===== src/rtl/fp32_pkg.sv =====
// Shared constants, state and operand-class types for the FP32 multiplier back end.
package fp32_pkg;

    localparam int unsigned EXP_W  = 8;
    localparam int unsigned MAN_W  = 23;
    localparam int unsigned PROD_W = 2 * (MAN_W + 1);
    localparam int unsigned BIAS   = 127;
    localparam int unsigned E_W    = 10;

    localparam logic [31:0]      QNAN    = 32'h7FC0_0000;
    localparam logic [EXP_W-1:0] EXP_INF = 8'hFF;

    typedef enum logic [2:0] {
        StIdle,
        StWaitMul,
        StNorm,
        StRound,
        StDone
    } state_e;

    typedef enum logic [1:0] {
        ClsNorm,
        ClsZero,
        ClsInf,
        ClsNan
    } op_class_e;

    // Denormals are flushed to zero, so any zero exponent is treated as zero.
    function automatic op_class_e classify(input logic [31:0] op);
        op_class_e cls;
        cls = ClsNorm;
        if (op[30:23] == '0) begin
            cls = ClsZero;
        end else if (op[30:23] == EXP_INF) begin
            cls = (op[22:0] == '0) ? ClsInf : ClsNan;
        end
        return cls;
    endfunction

endpackage


===== src/rtl/fp32_mul_norm_round_if.sv =====
// Handshake and data bundle between the multiplier front end, back end and consumer.
interface fp32_mul_norm_round_if;
    import fp32_pkg::*;

    logic              start;
    logic [31:0]       op_a;
    logic [31:0]       op_b;
    logic              mul_ack;
    logic [PROD_W-1:0] mul_product;
    logic              mul_set_ack;
    logic              busy;
    logic [31:0]       result;
    logic              result_valid;
    logic              result_ack;
    logic              flag_ovf;
    logic              flag_unf;
    logic              flag_inv;

    modport slave (
        input  start, op_a, op_b, mul_ack, mul_product, result_ack,
        output mul_set_ack, busy, result, result_valid, flag_ovf, flag_unf, flag_inv
    );

    modport master (
        output start, op_a, op_b, mul_ack, mul_product, result_ack,
        input  mul_set_ack, busy, result, result_valid, flag_ovf, flag_unf, flag_inv
    );

endinterface


===== src/rtl/fp32_mul_norm_round_rne.sv =====
// Round-to-nearest-even on a normalized 24-bit mantissa with exponent bump on carry out.
module fp_round_rne
    import fp32_pkg::*;
(
    input  logic [MAN_W:0] m,
    input  logic           g,
    input  logic           s,
    input  logic [E_W-1:0] e,
    output logic [MAN_W:0] m_rnd,
    output logic [E_W-1:0] e_rnd
);

    logic           round_up;
    logic [MAN_W+1:0] sum;

    assign round_up = g & (s | m[0]);
    assign sum      = {1'b0, m} + {{(MAN_W + 1){1'b0}}, round_up};

    always_comb begin
        m_rnd = sum[MAN_W:0];
        e_rnd = e;
        if (sum[MAN_W+1]) begin
            m_rnd = {1'b1, {MAN_W{1'b0}}};
            e_rnd = e + 10'd1;
        end
    end

endmodule


===== src/rtl/fp32_mul_norm_round.sv =====
// FP32 multiplier back end: operand classing, product normalization, RNE rounding, packing.
module fp32_mul_norm_round
    import fp32_pkg::*;
(
    input  logic                   clk,
    input  logic                   rst,
    fp32_mul_norm_round_if.slave   bus
);

    state_e            state_q, state_d;
    logic              sign_q;
    logic [EXP_W-1:0]  ea_q, eb_q;
    op_class_e         cls_a_q, cls_b_q;
    logic [PROD_W-1:0] prod_q;
    logic [MAN_W:0]    m_q;
    logic              g_q, s_q;
    logic [E_W-1:0]    e_q;
    logic [31:0]       result_q;
    logic              valid_q, set_ack_q, ovf_q, unf_q, inv_q;

    logic [E_W-1:0]    e_sum;
    logic [MAN_W:0]    m_n;
    logic              g_n, s_n;
    logic [E_W-1:0]    e_n;
    logic [MAN_W:0]    m_r;
    logic [E_W-1:0]    e_r_raw;
    logic signed [E_W-1:0] e_r;
    logic              is_inv, any_inf, any_zero;
    logic [31:0]       res_c;
    logic              ovf_c, unf_c, inv_c;

    always_comb begin
        state_d = state_q;
        unique case (state_q)
            StIdle:    if (bus.start) state_d = StWaitMul;
            StWaitMul: if (bus.mul_ack) state_d = StNorm;
            StNorm:    state_d = StRound;
            StRound:   state_d = StDone;
            StDone:    if (valid_q && bus.result_ack) state_d = StIdle;
            default:   state_d = StIdle;
        endcase
    end

    assign e_sum = {2'b00, ea_q} + {2'b00, eb_q} - 10'(BIAS);

    always_comb begin
        if (prod_q[PROD_W-1]) begin
            m_n = prod_q[47:24];
            g_n = prod_q[23];
            s_n = |prod_q[22:0];
            e_n = e_sum + 10'd1;
        end else begin
            m_n = prod_q[46:23];
            g_n = prod_q[22];
            s_n = |prod_q[21:0];
            e_n = e_sum;
        end
    end

    fp_round_rne u_round (
        .m     (m_q),
        .g     (g_q),
        .s     (s_q),
        .e     (e_q),
        .m_rnd (m_r),
        .e_rnd (e_r_raw)
    );

    assign e_r      = $signed(e_r_raw);
    assign is_inv   = (cls_a_q == ClsNan) || (cls_b_q == ClsNan) ||
                      (cls_a_q == ClsInf && cls_b_q == ClsZero) ||
                      (cls_a_q == ClsZero && cls_b_q == ClsInf);
    assign any_inf  = (cls_a_q == ClsInf) || (cls_b_q == ClsInf);
    assign any_zero = (cls_a_q == ClsZero) || (cls_b_q == ClsZero);

    always_comb begin
        res_c = {sign_q, e_r[7:0], m_r[MAN_W-1:0]};
        ovf_c = 1'b0;
        unf_c = 1'b0;
        inv_c = 1'b0;
        if (is_inv) begin
            res_c = QNAN;
            inv_c = 1'b1;
        end else if (any_inf) begin
            res_c = {sign_q, EXP_INF, {MAN_W{1'b0}}};
        end else if (any_zero) begin
            res_c = {sign_q, 31'b0};
        end else if (e_r >= 10'sd255) begin
            res_c = {sign_q, EXP_INF, {MAN_W{1'b0}}};
            ovf_c = 1'b1;
        end else if (e_r <= 10'sd0) begin
            res_c = {sign_q, 31'b0};
            unf_c = 1'b1;
        end
    end

    always_ff @(posedge clk) begin
        if (!rst) begin
            state_q   <= StIdle;
            sign_q    <= 1'b0;
            ea_q      <= '0;
            eb_q      <= '0;
            cls_a_q   <= ClsNorm;
            cls_b_q   <= ClsNorm;
            prod_q    <= '0;
            m_q       <= '0;
            g_q       <= 1'b0;
            s_q       <= 1'b0;
            e_q       <= '0;
            result_q  <= '0;
            valid_q   <= 1'b0;
            set_ack_q <= 1'b0;
            ovf_q     <= 1'b0;
            unf_q     <= 1'b0;
            inv_q     <= 1'b0;
        end else begin
            state_q   <= state_d;
            set_ack_q <= (state_q == StWaitMul) && bus.mul_ack;
            unique case (state_q)
                StIdle: begin
                    if (bus.start) begin
                        sign_q  <= bus.op_a[31] ^ bus.op_b[31];
                        ea_q    <= bus.op_a[30:23];
                        eb_q    <= bus.op_b[30:23];
                        cls_a_q <= classify(bus.op_a);
                        cls_b_q <= classify(bus.op_b);
                    end
                end
                StWaitMul: if (bus.mul_ack) prod_q <= bus.mul_product;
                StNorm: begin
                    m_q <= m_n;
                    g_q <= g_n;
                    s_q <= s_n;
                    e_q <= e_n;
                end
                StRound: begin
                    result_q <= res_c;
                    ovf_q    <= ovf_c;
                    unf_q    <= unf_c;
                    inv_q    <= inv_c;
                end
                StDone: begin
                    // Valid rises one cycle after entering DONE; ack is honoured only once it is up.
                    if (!valid_q) valid_q <= 1'b1;
                    else if (bus.result_ack) valid_q <= 1'b0;
                end
                default: ;
            endcase
        end
    end

    assign bus.mul_set_ack  = set_ack_q;
    assign bus.busy         = (state_q != StIdle);
    assign bus.result       = result_q;
    assign bus.result_valid = valid_q;
    assign bus.flag_ovf     = ovf_q;
    assign bus.flag_unf     = unf_q;
    assign bus.flag_inv     = inv_q;

endmodule

===== src/flat_wrapper.sv =====
// flat-port wrapper written by rule: the top's interface ports become plain ports
module fp32_mul_norm_round_flat import fp32_pkg::*;
  (clk, rst, bus_start, bus_op_a, bus_op_b, bus_mul_ack, bus_mul_product, bus_result_ack, bus_mul_set_ack, bus_busy, bus_result, bus_result_valid, bus_flag_ovf, bus_flag_unf, bus_flag_inv);
  fp32_mul_norm_round_if bus_i ();
  input  logic clk;
  input  logic rst;
  input wire logic [$bits(bus_i.start)-1:0] bus_start;
  input wire logic [$bits(bus_i.op_a)-1:0] bus_op_a;
  input wire logic [$bits(bus_i.op_b)-1:0] bus_op_b;
  input wire logic [$bits(bus_i.mul_ack)-1:0] bus_mul_ack;
  input wire logic [$bits(bus_i.mul_product)-1:0] bus_mul_product;
  input wire logic [$bits(bus_i.result_ack)-1:0] bus_result_ack;
  output wire logic [$bits(bus_i.mul_set_ack)-1:0] bus_mul_set_ack;
  output wire logic [$bits(bus_i.busy)-1:0] bus_busy;
  output wire logic [$bits(bus_i.result)-1:0] bus_result;
  output wire logic [$bits(bus_i.result_valid)-1:0] bus_result_valid;
  output wire logic [$bits(bus_i.flag_ovf)-1:0] bus_flag_ovf;
  output wire logic [$bits(bus_i.flag_unf)-1:0] bus_flag_unf;
  output wire logic [$bits(bus_i.flag_inv)-1:0] bus_flag_inv;
  assign bus_i.start = bus_start;
  assign bus_i.op_a = bus_op_a;
  assign bus_i.op_b = bus_op_b;
  assign bus_i.mul_ack = bus_mul_ack;
  assign bus_i.mul_product = bus_mul_product;
  assign bus_i.result_ack = bus_result_ack;
  assign bus_mul_set_ack = bus_i.mul_set_ack;
  assign bus_busy = bus_i.busy;
  assign bus_result = bus_i.result;
  assign bus_result_valid = bus_i.result_valid;
  assign bus_flag_ovf = bus_i.flag_ovf;
  assign bus_flag_unf = bus_i.flag_unf;
  assign bus_flag_inv = bus_i.flag_inv;
  fp32_mul_norm_round u_core (.clk(clk), .rst(rst), .bus(bus_i));
endmodule

===== config.mk =====
export PLATFORM = sky130hd
export DESIGN_NAME = fp32_mul_norm_round_flat
export DESIGN_NICKNAME = d
export VERILOG_FILES = /design/src/rtl/fp32_pkg.sv /design/src/rtl/fp32_mul_norm_round_if.sv /design/src/rtl/fp32_mul_norm_round_rne.sv /design/src/rtl/fp32_mul_norm_round.sv /design/src/flat_wrapper.sv
export SDC_FILE = /design/constraint.sdc
export NUM_CORES = 1
export LEC_CHECK = 0
export CAP_MARGIN = 20
export CORE_MARGIN = 2
export CORE_UTILIZATION = 46
export CTS_CLUSTER_SIZE = 8
export DETAILED_ROUTE_END_ITERATION = 8
export PLACE_DENSITY = 0.79
export REMOVE_ABC_BUFFERS = 1
export SETUP_SLACK_MARGIN = 0.4
export SKIP_CTS_REPAIR_TIMING = 1
export SKIP_LAST_GASP = 1
export SLEW_MARGIN = 15
export SYNTH_ARGS = -nofsm -noshare
export SYNTH_HDL_FRONTEND = slang
export SYNTH_SLANG_ARGS = --single-unit

===== constraint.sdc =====
create_clock -name clk -period 2.95 [get_ports clk]
set_clock_uncertainty 0.05 [all_clocks]
set_input_delay 0.4425 -clock clk [delete_from_list [all_inputs] [get_ports clk]]
set_output_delay 0.4425 -clock clk [all_outputs]
set_load 0.1 [all_outputs]

=== Yosys cells after proc, flatten, opt, wreduce, memory -nomap -nowiden ===
Index checks and enable logic that the tools add are counted.

* Bitwise logic cells: 3
* Order comparisons: 2
* Equality and inequality tests: 15
* Add/sub/neg operators: 5
* Mux-type cells: 33
* Reduce and logical (&&, ||, !) cells: 20

{| class="wikitable"
|+ Operators with widths
! cell !! count
|-
| 31-bit 2-to-1 mux || 4
|-
| 23-bit logical NOT || 2
|-
| 32-bit 2-to-1 mux || 1
|-
| 24-bit by 1-bit adder with 25-bit output || 1
|-
| 24-bit 2-to-1 mux || 1
|-
| 23-bit 2-to-1 mux || 1
|-
| 23-bit OR reduction || 1
|-
| 22-bit OR reduction || 1
|-
| 10-bit by 1-bit adder with 10-bit output, second input constant || 2
|-
| 10-bit 2-to-1 mux || 2
|-
| 8-bit == test, second input constant || 2
|-
| 8-bit logical NOT || 2
|-
| 1-bit 2-to-1 mux || 16
|-
| 3-bit case mux with 5 select lines || 1
|-
| 10-bit by 9-bit >= comparator with 1-bit output, second input constant || 1
|-
| 10-bit by 1-bit less-or-equal comparator with 1-bit output, second input constant || 1
|-
| 10-bit by 7-bit subtractor with 10-bit output, second input constant || 1
|-
| 8-bit by 8-bit adder with 9-bit output || 1
|-
| 3-bit 2-to-1 mux || 3
|-
| 2-bit == test, second input constant || 4
|-
| 2-bit 2-to-1 mux || 4
|-
| 3-bit by 2-bit == test with 1-bit output, second input constant || 2
|-
| 1-bit logical OR || 5
|-
| 2-bit by 1-bit == test with 1-bit output, second input constant || 2
|-
| 12 further kinds || 17
|}

* Output and inout bits: 38
* Bits in registers: 145

=== Longest topological paths before layout ===
Gate-level depths: netlist (run 1).

* Depth after elaboration: 10
* Depth in mapped cells: 12
* Gate-level depth less buffers: 11

=== Modules after synthesis ===
Synthesis (run 1) repeated with hierarchy kept, for this count alone.

* Cell total of the unflattened synthesis: 871
* Area, all modules: 6990.5 um2

{| class="wikitable"
|+ Modules (own cells, without submodules)
! module !! times used !! area each (um2) !! cells an instance !! seq. area each (um2)
|-
| fp32_mul_norm_round || 1 || 6212.2 || 748 || 2902.8
|-
| fp_round_rne || 1 || 778.2 || 123 || 0.0
|}

=== Worst setup path before layout (run 1) ===
OpenSTA, ideal clock, no wires.

* Kind: reg2reg
* From: register u_core.m_q[0]
* To: register u_core.result_q[22], in the netlist u_core.bus.result[22]
* Library setup time: 0.121 ns
* Setup slack: 0.145 ns
* Arrival time: 2.634 ns
* Path buffers: 1
* Data required time: 2.779 ns
* Cell stages (with the launch flop): 12
* Cells stage by stage: dfxtp_1 -> o21a_1 -> ha_1 -> ha_1 -> nand3_1 -> nor4_4 -> and2_0 -> buf_4 -> or3_2 -> a211o_1 -> o21a_1 -> a2bb2o_1

* Longest elaborated chain between the ends: 10
* Elaborated cells between the ends (all ways): 12
* Those cells by class: 1 x add/sub; 2 x order compare; 7 x mux; 2 x bitwise

{| class="wikitable"
|+ Ends and longest elaborated chain
! item !! RTL line !! source
|-
| start: declaration || fp32_mul_norm_round.sv:15 || <nowiki>logic [MAN_W:0] m_q;</nowiki>
|-
| start signal: assignment || fp32_mul_norm_round.sv:131 || <nowiki>m_q <= m_n;</nowiki>
|-
| 1-bit bitwise OR || fp32_mul_norm_round_rne.sv:16 || <nowiki>assign round_up = g & (s | m[0]);</nowiki>
|-
| 1-bit bitwise AND || fp32_mul_norm_round_rne.sv:16 ||
|-
| 24-bit by 1-bit adder with 25-bit output * || fp32_mul_norm_round_rne.sv:17 || <nowiki>assign sum = {1'b0, m} + {{(MAN_W + 1){1'b0}}, round_up};</nowiki>
|-
| 10-bit 2-to-1 mux || fp32_mul_norm_round_rne.sv:22 || <nowiki>if (sum[MAN_W+1]) begin</nowiki>
|-
| 10-bit by 1-bit less-or-equal comparator with 1-bit output || fp32_mul_norm_round.sv:91 || <nowiki>end else if (e_r <= 10'sd0) begin</nowiki>
|-
| 31-bit 2-to-1 mux || fp32_mul_norm_round.sv:91 ||
|-
| 31-bit 2-to-1 mux * || fp32_mul_norm_round.sv:88 || <nowiki>end else if (e_r >= 10'sd255) begin</nowiki>
|-
| 31-bit 2-to-1 mux * || fp32_mul_norm_round.sv:86 || <nowiki>end else if (any_zero) begin</nowiki>
|-
| 31-bit 2-to-1 mux * || fp32_mul_norm_round.sv:84 || <nowiki>end else if (any_inf) begin</nowiki>
|-
| 32-bit 2-to-1 mux * || fp32_mul_norm_round.sv:81 || <nowiki>if (is_inv) begin</nowiki>
|-
| end signal: assignment || fp32_mul_norm_round.sv:137 || <nowiki>result_q <= res_c;</nowiki>
|-
| end: declaration || fp32_mul_norm_round.sv:18 || <nowiki>logic [31:0] result_q;</nowiki>
|}

Every way passes the cells marked *; elsewhere a longest branch is shown, timed or not.
A chain may end at the register's enable or synchronous reset.

=== Worst setup path after layout (run 1) ===
* From: register u_core.eb_q[0]
* To: register u_core.e_q[8]

* Longest elaborated chain between the ends: 4

{| class="wikitable"
|+ Ends and longest elaborated chain
! item !! RTL line !! source
|-
| start: declaration || fp32_mul_norm_round.sv:12 || <nowiki>logic [EXP_W-1:0] ea_q, eb_q;</nowiki>
|-
| start signal: assignment || fp32_mul_norm_round.sv:124 || <nowiki>eb_q <= bus.op_b[30:23];</nowiki>
|-
| 8-bit by 8-bit adder with 9-bit output * || fp32_mul_norm_round.sv:44 || <nowiki>assign e_sum = {2'b00, ea_q} + {2'b00, eb_q} - 10'(BIAS);</nowiki>
|-
| 10-bit by 7-bit subtractor with 10-bit output * || fp32_mul_norm_round.sv:44 ||
|-
| 10-bit by 1-bit adder with 10-bit output || fp32_mul_norm_round.sv:51 || <nowiki>e_n = e_sum + 10'd1;</nowiki>
|-
| 10-bit 2-to-1 mux * || fp32_mul_norm_round.sv:47 || <nowiki>if (prod_q[PROD_W-1]) begin</nowiki>
|-
| end signal: assignment || fp32_mul_norm_round.sv:134 || <nowiki>e_q <= e_n;</nowiki>
|-
| end: declaration || fp32_mul_norm_round.sv:17 || <nowiki>logic [E_W-1:0] e_q;</nowiki>
|}

Marks and branches as above.

==> metrics.cfg, run 1 <==
[cts]
cts_root_buf=clkbuf_16
htree_levels=4
worst_skew_pair.late_latency_ns=0.43
clock_path_buffers=2
clkTransAtPathRegs_ns=0.06
tritoncts=yes
cts_made_buffers=17
clock-sinks=145

[global_route]
grt_max_degree=88
gr-total-overflow=0
grt_pass1_vias=6172
antenna_found_initial=0
grt_pass1_wl_mm=29.77
track_usage_pct=22.29

[final_layout]
diodes=0
layout_common_cells=220 x nand2_1, 141 x dfxtp_1, 115 x clkdlybuf4s50_1
final_area_um2=9936
nets=1150
final_common_cell=nand2_1
fillCellCount=1286
drive_above_1_share_pct=17.26
areaGrowthSynthToFinish_pct=38.49

[drt]
routed_wl_mm=19.17
firstDrtPassIters=5
routedWlPerCell_um=15.73
drt_iter0_markers=519
detail-route-antenna-nets=0
vias_per_cell=5.525
vias=6735
drcViolationCount=0

[floorplanning]
rows=45
die_x_um=128.9
design.core.area_um2=15200
start_util_pct=47.19
io_pins=155
dieArea_um2=16610
die_y_um=128.9

[synth]
ys.flop_type=dfxtp_1
ys_warn_count=0
synth.cell_area_um2=7174
synth_cells=858
async_flop_share_pct=0
yosysUniqueCellTypes=65
yosys_register_bits=145
synth_seq_area_share_pct=40.46
synth_enable_flop_cells=0
syn-mean-instance-area_um2=8.362

[pwr]
p_int_mw=3.768
p_sw_share_pct=26.70
p_comb_share_pct=16.0
power.clock.fraction_pct=42.3
ir_drop_mv=0.4294
p_leak_nw=3.889
pwr-share-seq_pct=41.7
switchingPower_mw=1.373
power_density_nw_per_um2=517.3
totalPowerFinal_mw=5.140

[sta]
rsz0062_at_grt=true
period_needed_ns=2.909
drv_slew=0
hold_viol=0
max_freq_mhz=343.8
setup_tns_ns=0
setup_viol=0
relSlewSlack_pct=50.02
worst_pin_slew_ns=0.7497
finalCritPeriodShare_pct=98.60

[place]
place_congestion=0.8725
port_buffers=154
place_area_um2=8855
dp_hpwl_mm=13.34

[run]
drv_cap=0

[critical_path]
crit_type=register to register
critical_path_required_ns=3.24
startpoint_type=register
cp-end-kind=register
worst-path-max-fanout=4
arrival_ns=3.20

[run_status]
outcome=finished clean

[worst_hold_path]
hold_path_class=input pin to register

Yosys cell counts (all sizes together) (2+ instances only):
cell / number / area, um^2
inv: 7 / 26.28
buf: 6 / 35.03
a21boi: 71 / 533.0
nand3b: 2 / 15.01
and2: 14 / 87.59
xnor2: 23 / 201.4
nor4b: 2 / 17.52
o211ai: 3 / 27.52
and3: 8 / 51.30
nor3: 16 / 80.08
a32o: 2 / 20.02
and4: 2 / 17.52
nand3: 19 / 95.09
or2: 4 / 25.03
o211a: 28 / 280.3
nor3b: 2 / 15.01
dfxtp: 145 / 2903
nand4: 20 / 140.1
a2111oi: 2 / 23.77
nand2b: 8 / 50.05
nor4: 24 / 165.2
nor2b: 2 / 12.51
ha: 14 / 175.2
a21oi: 8 / 40.04
or4: 4 / 30.03
o21ai: 37 / 185.2
clkbuf: 42 / 157.7
nor2: 33 / 123.9
a31oi: 2 / 12.51
o31ai: 3 / 22.52
xor2: 17 / 148.9
a21o: 4 / 30.03
nand2: 223 / 837.1
o21a: 4 / 30.03
a211oi: 9 / 72.57
mux2i: 26 / 260.3
or3: 4 / 26.28
a211o: 3 / 26.28
stage by stage:
stage / setup WS (ns) / instances / hold slack, ns / util, %
finish: 0.04128 / 1219 / 0.3648 / 65.36
global route: -0.04722 / 1219 / 0.3603 / 65.36
CTS: -0.01393 / 1203 / 0.3450 / 62.18
detailed placement: 0.001190 / 1171 / 0.3957 / 58.25
global placement: 0.08886 / 1171 / 0.3882 / 58.25
floorplan: -0.2698 / 810 / 0.3878 / -
layer usage:
metal / vias up / wire length, um / GRT usage, %
met5: - / 0 / 0
met4: 0 / 386 / 7.673
met3: 33 / 1056 / 4.491
met2: 224 / 9011 / 35.36
met1: 3147 / 8718 / 30.38
li1: 3331 / - / -
path summary, 6_finish.rpt:
check	startpoint	to	slack, ns	cells after the start
worst max-delay path	u_core.eb_q[0]	u_core.e_q[8]	0.04	9
worst min-delay path	rst	u_core.e_q[8]	0.36	3
worst max register to register	u_core.eb_q[0]	u_core.e_q[8]	0.04	9
worst min register to register	u_core.bus.result[14]	u_core.bus.result[14]	0.39	2
layout make-up:
class / instances / area, um^2 / area share [%]
Clock buffer: 21 / 470.5 / 4.735
Inverter: 7 / 26.28 / 0.2645
Multi-Input combinational cell: 658 / 4377 / 44.05
Clock inverter: 11 / 127.6 / 1.284
Sequential cell: 145 / 2908 / 29.27
Timing Repair Buffer: 189 / 1792 / 18.03
Tap cell: 188 / 235.2 / 2.367
power by group through the flow:
| stage | combinational (mW) | clock, mW | sequential, mW |
|---|---|---|---|
| 6_report | 0.822 | 2.18 | 2.14 |
| 5_1_grt | 0.894 | 2.27 | 2.15 |
| 4_1_cts | 0.741 | 2.19 | 2.14 |
| 3_5_place_dp | 0.736 | 0 | 2.18 |
| 3_3_place_gp | 0.726 | 0 | 2.17 |
| 2_1_floorplan | 0.374 | 0 | 2.20 |
critical path, stage by stage, from the launching register on:
cell and delay, ns:
dfxtp_2 0.33, ha_4 0.16, fa_2 0.39, a211o_4 0.38, a21o_4 0.23, a2111oi_4 0.37
o211ai_1 0.24, nor3_2 0.35, nor4_2 0.09, o31ai_1 0.22
cell families after synthesis:
family	after synthesis	share of synthesized area, %
compound gates	186	19.43
xor+xnor	42	5.528
fa+ha+maj	15	2.721
buf+inv	55	3.052
flops	145	40.46
mux	26	3.627
simple gates	389	25.18
registers in the layout, summed over array words and instances, names as in the netlist, 2 cells and up:
signal,count
u_core.bus.result,32
u_core.cls_a_q,2
u_core.cls_b_q,2
u_core.e_q,10
u_core.ea_q,8
u_core.eb_q,8
u_core.m_q,24
u_core.prod_q,48
u_core.state_q,3
(Power assumes the default switching activity.)
==> run 2: changes to the inputs <==
--- a/config.mk
+++ b/config.mk
@@ -5,6 +5,7 @@
 export SDC_FILE = /design/constraint.sdc
 export NUM_CORES = 1
 export LEC_CHECK = 0
+export ABC_CLOCK_PERIOD_IN_PS = 2950
 export CAP_MARGIN = 20
 export CORE_MARGIN = 2
 export CORE_UTILIZATION = 46
==> results of run 2 <==
The final DEF is identical to that of run 1; final timing and power are the same.
